### config.mk
export PLATFORM = sky130hd
export DESIGN_NAME = expr_recognizer_flat
export DESIGN_NICKNAME = d
export VERILOG_FILES = /design/src/rtl/expr_recognizer_if.sv /design/src/rtl/expr_recognizer.sv /design/src/flat_wrapper.sv
export SDC_FILE = /design/constraint.sdc
export NUM_CORES = 1
export LEC_CHECK = 0
export CORE_MARGIN = 5
export CORE_UTILIZATION = 55
export DETAILED_ROUTE_END_ITERATION = 8
export GPL_TIMING_DRIVEN = 0
export PLACE_DENSITY_LB_ADDON = 0.3
export SETUP_SLACK_MARGIN = 0.3
export SLEW_MARGIN = 20
export SYNTH_ARGS = -nofsm -noshare
export SYNTH_HDL_FRONTEND = slang
export SYNTH_SLANG_ARGS = --single-unit
export TNS_END_PERCENT = 1
### constraint.sdc
create_clock -name clk -period 3.6 [get_ports clk]
set_input_delay 0.54 -clock clk [delete_from_list [all_inputs] [get_ports clk]]
set_output_delay 0.54 -clock clk [all_outputs]
set_load 0.03 [all_outputs]
### src/rtl/expr_recognizer_if.sv
// Character-stream bundle for the expression recognizer.
// Source drives in_valid/in; recognizer returns status.
interface expr_recognizer_if #(
  parameter int DEPTH_W = 3,
  parameter int CNT_W   = 8
);
  logic               in_valid;
  logic [7:0]         in;
  logic               out;
  logic               err;
  logic [DEPTH_W-1:0] depth;
  logic [CNT_W-1:0]   opnd_cnt;

  modport master (
    output in_valid, in,
    input  out, err, depth, opnd_cnt
  );

  modport slave (
    input  in_valid, in,
    output out, err, depth, opnd_cnt
  );
endinterface

### src/rtl/expr_recognizer.sv
// Serial ASCII arithmetic-expression recognizer.
// Optional WS_SKIP_EN: ignore space and tab in every state.
module expr_recognizer #(
  parameter int MAX_DIGITS = 4,
  parameter int MAX_DEPTH  = 7,
  parameter int DEPTH_W    = 3,
  parameter int CNT_W      = 8
) (
  input  logic clk,
  input  logic clr,
  expr_recognizer_if.slave bus
);

  typedef enum logic [1:0] {
    S_OPND,
    S_NUM,
    S_CLOSE,
    S_ERR
  } state_e;

  localparam int DIG_W = $clog2(MAX_DIGITS + 1);
  localparam logic [DIG_W-1:0]   DIG_MAX = DIG_W'(MAX_DIGITS);
  localparam logic [DEPTH_W-1:0] DEP_MAX = DEPTH_W'(MAX_DEPTH);

  state_e             state_q, state_d;
  logic [DIG_W-1:0]   dcnt_q, dcnt_d;
  logic [DEPTH_W-1:0] depth_q, depth_d;
  logic [CNT_W-1:0]   cnt_q, cnt_d;
  logic               out_q, out_d;
  logic               err_q, err_d;

  logic [7:0] ch;
  logic       is_dig;
  logic       is_op;
  logic       is_lp;
  logic       is_rp;
  logic       is_ws;
  logic       bad;

  assign ch     = bus.in;
  assign is_dig = (ch >= 8'h30) && (ch <= 8'h39);
  assign is_op  = (ch == 8'h2b) || (ch == 8'h2d) ||
                  (ch == 8'h2a) || (ch == 8'h2f);
  assign is_lp  = (ch == 8'h28);
  assign is_rp  = (ch == 8'h29);

`ifdef WS_SKIP_EN
  assign is_ws = (ch == 8'h20) || (ch == 8'h09);
`else
  assign is_ws = 1'b0;
`endif

  // Next state, counters and status for one accepted character.
  always_comb begin
    state_d = state_q;
    dcnt_d  = dcnt_q;
    depth_d = depth_q;
    cnt_d   = cnt_q;
    out_d   = out_q;
    err_d   = err_q;
    bad     = 1'b0;

    if (bus.in_valid && (state_q != S_ERR) && !is_ws) begin
      unique case (state_q)
        S_OPND: begin
          unique case (1'b1)
            is_dig: begin
              state_d = S_NUM;
              dcnt_d  = DIG_W'(1);
              cnt_d   = (&cnt_q) ? cnt_q : cnt_q + CNT_W'(1);
            end
            is_lp: begin
              if (depth_q < DEP_MAX)
                depth_d = depth_q + DEPTH_W'(1);
              else
                bad = 1'b1;
            end
            default: bad = 1'b1;
          endcase
        end
        S_NUM: begin
          unique case (1'b1)
            is_dig: begin
              if (dcnt_q < DIG_MAX)
                dcnt_d = dcnt_q + DIG_W'(1);
              else
                bad = 1'b1;
            end
            is_op: state_d = S_OPND;
            is_rp: begin
              if (depth_q != '0) begin
                depth_d = depth_q - DEPTH_W'(1);
                state_d = S_CLOSE;
              end else begin
                bad = 1'b1;
              end
            end
            default: bad = 1'b1;
          endcase
        end
        S_CLOSE: begin
          unique case (1'b1)
            is_op: state_d = S_OPND;
            is_rp: begin
              if (depth_q != '0)
                depth_d = depth_q - DEPTH_W'(1);
              else
                bad = 1'b1;
            end
            default: bad = 1'b1;
          endcase
        end
        default: ;
      endcase

      if (bad) begin
        state_d = S_ERR;
        dcnt_d  = dcnt_q;
        depth_d = depth_q;
        cnt_d   = cnt_q;
        out_d   = 1'b0;
        err_d   = 1'b1;
      end else begin
        out_d = ((state_d == S_NUM) || (state_d == S_CLOSE))
                && (depth_d == '0);
      end
    end
  end

  // State and registered outputs; clr clears immediately.
  always_ff @(posedge clk or posedge clr) begin
    if (clr) begin
      state_q <= S_OPND;
      dcnt_q  <= '0;
      depth_q <= '0;
      cnt_q   <= '0;
      out_q   <= 1'b0;
      err_q   <= 1'b0;
    end else begin
      state_q <= state_d;
      dcnt_q  <= dcnt_d;
      depth_q <= depth_d;
      cnt_q   <= cnt_d;
      out_q   <= out_d;
      err_q   <= err_d;
    end
  end

  assign bus.out      = out_q;
  assign bus.err      = err_q;
  assign bus.depth    = depth_q;
  assign bus.opnd_cnt = cnt_q;

endmodule
### src/flat_wrapper.sv
// flat-port wrapper written by rule: the top's interface ports become plain ports
module expr_recognizer_flat 
#(
  parameter int MAX_DIGITS = 4,
  parameter int MAX_DEPTH  = 7,
  parameter int DEPTH_W    = 3,
  parameter int CNT_W      = 8
)
  (clk, clr, bus_in_valid, bus_in, bus_out, bus_err, bus_depth, bus_opnd_cnt);
  expr_recognizer_if #(.DEPTH_W(DEPTH_W), .CNT_W(CNT_W)) bus_i ();
  input  logic clk;
  input  logic clr;
  input wire logic [$bits(bus_i.in_valid)-1:0] bus_in_valid;
  input wire logic [$bits(bus_i.in)-1:0] bus_in;
  output wire logic [$bits(bus_i.out)-1:0] bus_out;
  output wire logic [$bits(bus_i.err)-1:0] bus_err;
  output wire logic [$bits(bus_i.depth)-1:0] bus_depth;
  output wire logic [$bits(bus_i.opnd_cnt)-1:0] bus_opnd_cnt;
  assign bus_i.in_valid = bus_in_valid;
  assign bus_i.in = bus_in;
  assign bus_out = bus_i.out;
  assign bus_err = bus_i.err;
  assign bus_depth = bus_i.depth;
  assign bus_opnd_cnt = bus_i.opnd_cnt;
  expr_recognizer #(.MAX_DIGITS(MAX_DIGITS), .MAX_DEPTH(MAX_DEPTH), .DEPTH_W(DEPTH_W), .CNT_W(CNT_W)) u_core (.clk(clk), .clr(clr), .bus(bus_i));
endmodule
==> results of run 1 <==
==> path summary, 6_finish.rpt <==
check                                                 from                            endpoint  slack [ns]
min in group asynchronous                              clr        u_core.dcnt_q[1]$_DFFE_PP0P_        0.64
max                                              bus_in[5]  u_core.bus.opnd_cnt[1]$_DFFE_PP0P_        0.77
max in group asynchronous                              clr       u_core.state_q[1]$_DFFE_PP0P_        2.53
min                           u_core.dcnt_q[0]$_DFFE_PP0P_        u_core.dcnt_q[0]$_DFFE_PP0P_        0.49
max reg2reg                u_core.bus.depth[0]$_DFFE_PP0P_  u_core.bus.opnd_cnt[1]$_DFFE_PP0P_        0.93
min reg2reg                   u_core.dcnt_q[0]$_DFFE_PP0P_        u_core.dcnt_q[0]$_DFFE_PP0P_        0.49
==> cells in the final DEF (no fill, tap or decap), types with 2 or more instances in the layout <==
cell type	netlist	routed
a31o_2	2	2
a22o_1	2	2
and3_1	4	4
clkbuf_4	0	3
dfrtp_1	18	18
nand2_1	7	7
a211oi_1	2	2
o31a_2	2	2
xnor2_1	7	7
inv_1	9	9
nand3_1	4	4
nor2b_1	2	2
o21bai_1	2	2
nor3b_2	2	2
clkdlybuf4s50_1	0	23
o21ai_0	2	2
nor4_1	2	2
and4_1	2	2
a21oi_1	3	3
a31oi_1	2	2
nor3_1	4	4
o211ai_1	4	4
clkbuf_1	3	3
mux2_2	2	2
nor2_1	9	9
mux2i_1	4	4
nand2b_1	2	2
ha_1	9	9
nand4_1	8	8
==> sequential cells by signal, indices dropped and copies added (netlist names) <==
name / count
u_core.bus.depth: 3
u_core.bus.err: 1
u_core.bus.opnd_cnt: 8
u_core.bus.out: 1
u_core.dcnt_q: 3
u_core.state_q: 2
==> metrics by stage <==
step	power (uW)	std cells	util (%)	hold WS (ns)	cell area [um^2]
global route	346	206	69.3	0.504	1720
floorplan	220	150	-	0.457	1430
finish	330	206	69.3	0.488	1720
detailed placement	238	203	68.4	0.478	1690
CTS	334	206	69.3	0.491	1720
global placement	237	203	68.4	0.462	1690
==> where the power goes <==
group / switching [uW] / internal, uW / total [uW] / leakage [uW]
Clock: 57.0 / 38.9 / 95.9 / 0.0000138
Sequential: 0 / 202 / 202 / 0.000231
Combinational: 16.8 / 15.1 / 31.9 / 0.000467
==> worst reg2reg max path, delay by kind of cell, from the launching register on <==
| family | cells | cell delay (ns) |
|---|---|---|
| AND/OR/NAND/NOR | 4 | 1.03 |
| flip-flops | 1 | 0.51 |
| multiplexers | 1 | 0.34 |
| adder cells (fa/ha/maj) | 1 | 0.26 |
| AO/OA/AOI/OAI | 1 | 0.25 |
| buffers and inverters | 1 | 0.16 |
==> area by class of cell <==
class                      count  area, um^2  share of cell area, %
multi-input combinational    118         915                   53.3
sequential                    18         450                   26.2
timing repair buffer          23         230                   13.4
tap                           30        37.5                   2.19
inverter                       9        33.8                   1.97
buffer                         5        27.5                   1.60
clock buffer                   3        22.5                   1.31
==> per-layer routing <==
layer  vias up  share of wire [%]
li1        626                  -
met1       631                 43
met2        59                 50
met3        10                5.7
met4         0                1.9
met5         -                  0
==> cell families (layout without fill, tap and decap cells) <==
logic type / count (synthesis) / after routing
buffers and inverters: 14 / 40
adders and majority gates: 9 / 9
muxes: 7 / 7
DFF: 18 / 18
xor gates and xnor gates: 7 / 7
and+or+nand+nor: 57 / 57
AOI/OAI and AO/OA: 38 / 38
==> run metrics, run 1 <==
outcome=finished clean; Mapped Cells=150; crit-path max FO=9; hold crit path type=flop to flop; compound-gate portion of the synthesized area=between 20% and 30%; CP Launch Type=input port; max incr delay on CP=0.49 ns; filler instances=212; Die Width=60.9 um; Async SR Flop Fraction=100%; VDD IR-drop max=between 0.0002 and 0.0003 V; Tightest Pin Transition=0.835 ns; fin. max-slew vios=0; total negative slack=0 ns; CTS tree=yes; num ports=24; post-synth net total=170; first-pass GRT wire length=5500 um; top cells by count, synth=dfrtp_1, ha_1, inv_1, nor2_1, nand4_1; GRT overflow=0; area of the mapped netlist=roughly 1400 um^2; total clock sinks=18; Hold Buf Count CTS=0; M3 GR Usage=2.13%; top-area cell type share of the netlist area=31.6%; period utilisation layout=78.5%; Buffers on Ports=23; Die Y=60.9 um; Post-Synth Adder-Cell Area=7.89%; vias per std cell=around 6.4; Post-CTS Setup Repair Bufs=0; largest family of logic cells by synthesized area=simple AND/OR/NAND/NOR gates; M1 GR Usage=between 20 and 25%; Final Hold Fails=0; cts bufs inserted=3; Routed Antenna Nets=0; YS warnings=0; Max-cap violations=0; final WL=3310 um; GP Congestion=0.942; P per Cell Area=192 nW/um^2; clk root buf=clkbuf_4; Synth Area in XOR/XNOR=4.30%; Die ar.=3710 um^2; grt peak-use layer=met2; setup ws final=0.772 ns; Syn-to-layout area delta=20.4%; CP Class=input port to flop; skew final=0.000567 ns; Yosys top cell by area=dfrtp_1; H-Tree Depth=1; hold depth=1; critical path endpoint category=flop; n_diodes=0; EDFF count, synth=0; post-synthesis mux area share=roughly 5.4%; Synth Flop Type=dfrtp_1; Simple-Gate Fraction of Synth Area=approximately 26%; post-synthesis register bit count=18; Resized cells post-CTS=0; leading post-synthesis cells by cell area=dfrtp_1, ha_1, xnor2_1; Slowest cell on crit path=clkdlybuf4s50_1; post-DR wirelength/cell=16.1 um; HPWL after DPL=2540 um; crit-path cells=clkdlybuf4s50_1 -> nor3b_2 -> o211ai_1 -> a31o_1 -> nor4_4 -> nand2_1 -> mux2_4; Mean Syn Cell Area=9.51 um^2; initial antenna violation count=0; FMAX=0.354 GHz; deepest clock path buffer count=2; most frequent cell after synthesis=dfrtp_1; Clk pin slew, worst setup/hold paths=0.09 ns; Rel. slew slack=43.9%; clk_lat worst skew=0.29 ns; largest net degree at the start of global routing=19; number of global-route vias before repair=between 1000 and 1500; row cnt=18; Layout Nets=198; CP required=3.78 ns; R2R depth=8; layout cells sized above 1=11.4%; Crit path depth=7; vias=between 1000 and 1500; GRT Total Usage=19.4%; post-synthesis sequential area ratio=31.6%; core area=2480 um^2; DR pass1 iterations=4; Arr. time, crit path=3.01 ns; Final min period=~2.8 ns; post-synth cell types=58; pre-CTS WS=around 0.5 ns; critical path buffer and inverter count=1; Residual DRC=0; Iter 0 DRT Violations=74; Final setup violation count=0; Top Family by Delay on Critical Path=simple AND/OR/NAND/NOR gates; Leak=0.000712 uW; M2 GR Usage=35.0%; initial core utilization=a little under three fifths; setup repair after global routing missed its margin=no
(Power assumes the default switching activity.)
==> run 2: changes to the inputs <==
Settings changed: CORE_UTILIZATION 55 to 48.
Clock period 3.6 ns to 2.4 ns, I/O delays scaled along.
==> run 2 against run 1 <==
Clock skew up 0.0022 ns. Hold slack worse by 0.054 ns. Die area up 12%. Sequential share of layout area down 3.7 points. Final area up 17%. Clock-buffer cell count up 1. Sequential power up 50%. Combinational power up 70%. Critical path depth up 2. Clock power up 100%. Worst setup slack worse by 0.56 ns. Flip-flop and latch count unchanged. Critical path type is now flop to flop.
==> run metrics, run 2 (synthesis gave the netlist of run 1 again) <==
outcome=finished clean; Final Hold Fails=0; dpl cells=204; initial antenna violation count=0; Layout Nets=approximately 210; Final min period=2.19 ns; initial core utilization=50.8%; HPWL after DPL=2560 um; critical path endpoint category=flop; setup repair after global routing missed its margin=yes; vias=~1400; layout cells sized above 1=a little under a third; CP Launch Type=flop; crit-path cells=inv_1 -> ha_4 -> and3b_1 -> and4_1 -> a31o_1 -> nor4_4 -> buf_6 -> nand2_2 -> mux2_4; fin. max-slew vios=0; Final setup violation count=0; Routed Antenna Nets=0; Crit path depth=9; total negative slack=0 ns; VDD IR-drop max=roughly 0.00025 V; cts bufs inserted=3; Top Family by Delay on Critical Path=simple AND/OR/NAND/NOR gates; Post-DP Area=1710 um^2; Buffers on Ports=23; P per Cell Area=274 nW/um^2; RR Endpoint=u_core.bus.opnd_cnt[1]$_DFFE_PP0P_; GP Congestion=0.914; DR pass1 iterations=4; period utilisation layout=91.1%; CP startpoint=u_core.state_q[1]$_DFFE_PP0P_; Tightest Pin Transition=0.676 ns; total clock sinks=18; Die Y=64.5 um; Clk pin slew, worst setup/hold paths=0.10 ns; Finished Layout Cells=between 200 and 250; final WL=3760 um; Crit Reg-Reg Startpoint=u_core.state_q[1]$_DFFE_PP0P_; num ports=24; H-Tree Depth=1; final instance area=2010 um^2; CTS tree=yes; skew final=0.00281 ns; max incr delay on CP=approximately 0.38 ns; critical path buffer and inverter count=2; vias per std cell=6.29; post-DR wirelength/cell=16.8 um; core area=2810 um^2; clk_lat worst skew=0.31 ns; CP required=between 2 and 3 ns; Leak=approximately 0.00086 uW; register-to-register path setup slack=approximately 0.21 ns; Max-cap violations=0; GRT overflow=0; R2R depth=9; Critical Path Sink=u_core.bus.opnd_cnt[1]$_DFFE_PP0P_; max reg flops=8; largest net degree at the start of global routing=19; deepest clock path buffer count=2; Rel. slew slack=54.9%; Syn-to-layout area delta=41.1%; Iter 0 DRT Violations=155; filler instances=206; first-pass GRT wire length=6470 um; GRT Total Usage=approximately 19%; Arr. time, crit path=2.39 ns; Die Width=64.5 um; most frequent cells in the layout=clkdlybuf4s50_1, dfrtp_1, buf_4, nor2_1, nand4_1; n_diodes=0; row cnt=19; hold crit path type=input port to async pin; Hold Buf Count CTS=0; crit-path max FO=8; Residual DRC=0; number of global-route vias before repair=1382; CP Class=flop to flop; Die ar.=roughly 4200 um^2; clk root buf=clkbuf_4; Slowest cell on crit path=dfrtp_1; Core Util, Final=71.7%; FMAX=0.457 GHz
-- run 2: cell count changes in the layout (fill, tap and decap cells not counted), sizes merged --
| cell | delta |
|---|---|
| buf | +15 |
| clkbuf | +2 |
| clkdlybuf4s50 | -8 |
| dlygate4sd2 | +7 |
| dlymetal6s2s | +1 |
-- run 2: worst register-to-register path, cell delays in order, from the launching register on --
cell     delay [ns]
dfrtp_1        0.38
inv_1          0.10
ha_4           0.20
and3b_1        0.18
and4_1         0.15
a31o_1         0.23
nor4_4         0.27
buf_6          0.18
nand2_2        0.08
mux2_4         0.31
-- run 2: worst min-delay path by stage --
stage                                              end  slack, ns
finish                      u_core.bus.err$_DFFE_PP0P_       0.43
global route        u_core.bus.opnd_cnt[1]$_DFFE_PP0P_       0.51
CTS                      u_core.state_q[0]$_DFFE_PP0P_       0.47
detailed placement          u_core.bus.err$_DFFE_PP0P_       0.47
global placement            u_core.bus.err$_DFFE_PP0P_       0.46
floorplan              u_core.bus.depth[2]$_DFFE_PP0P_       0.30
-- run 2: stage by stage --
step / power (uW) / setup WS, ns / hold slack [ns]
after floorplan: 330 / 0.0956 / 0.298
after global placement: 356 / -0.470 / 0.461
after detailed placement: 357 / -0.501 / 0.465
after CTS: 552 / 0.235 / 0.468
after global routing: 578 / 0.0729 / 0.513
final: 552 / 0.213 / 0.434
-- run 2: power breakdown --
part	internal (uW)	total [uW]	leakage (uW)	switching, uW
Combinational	23.0	54.2	0.000610	31.2
Sequential	303	303	0.000228	0
Clock	92.8	195	0.0000210	102
-- run 2: final cells by class --
cell class | instances | area, um^2 | share of cell area, %
clock buffer | 4 | 36.3 | 1.80
tap | 31 | 38.8 | 1.93
buffer | 5 | 37.5 | 1.87
timing repair buffer | 39 | 380 | 18.9
sequential | 18 | 454 | 22.6
multi-input combinational | 118 | 1030 | 51.0
inverter | 9 | 38.8 | 1.93
-- run 2: routing by layer --
layer	vias to the layer above	global-route usage [%]	routed length [um]
met1	692	24.0	1630
li1	668	-	-
met5	-	0	0
met2	43	33.8	1900
met4	0	7.12	70
met3	7	2.59	163
-- run 2: what timing repair did --
action,4_1_cts,5_1_grt
gates cloned,0,1
buffers inserted,11,4
resized for setup,30,12
setup endpoints to repair,16,15
pin swaps,5,6
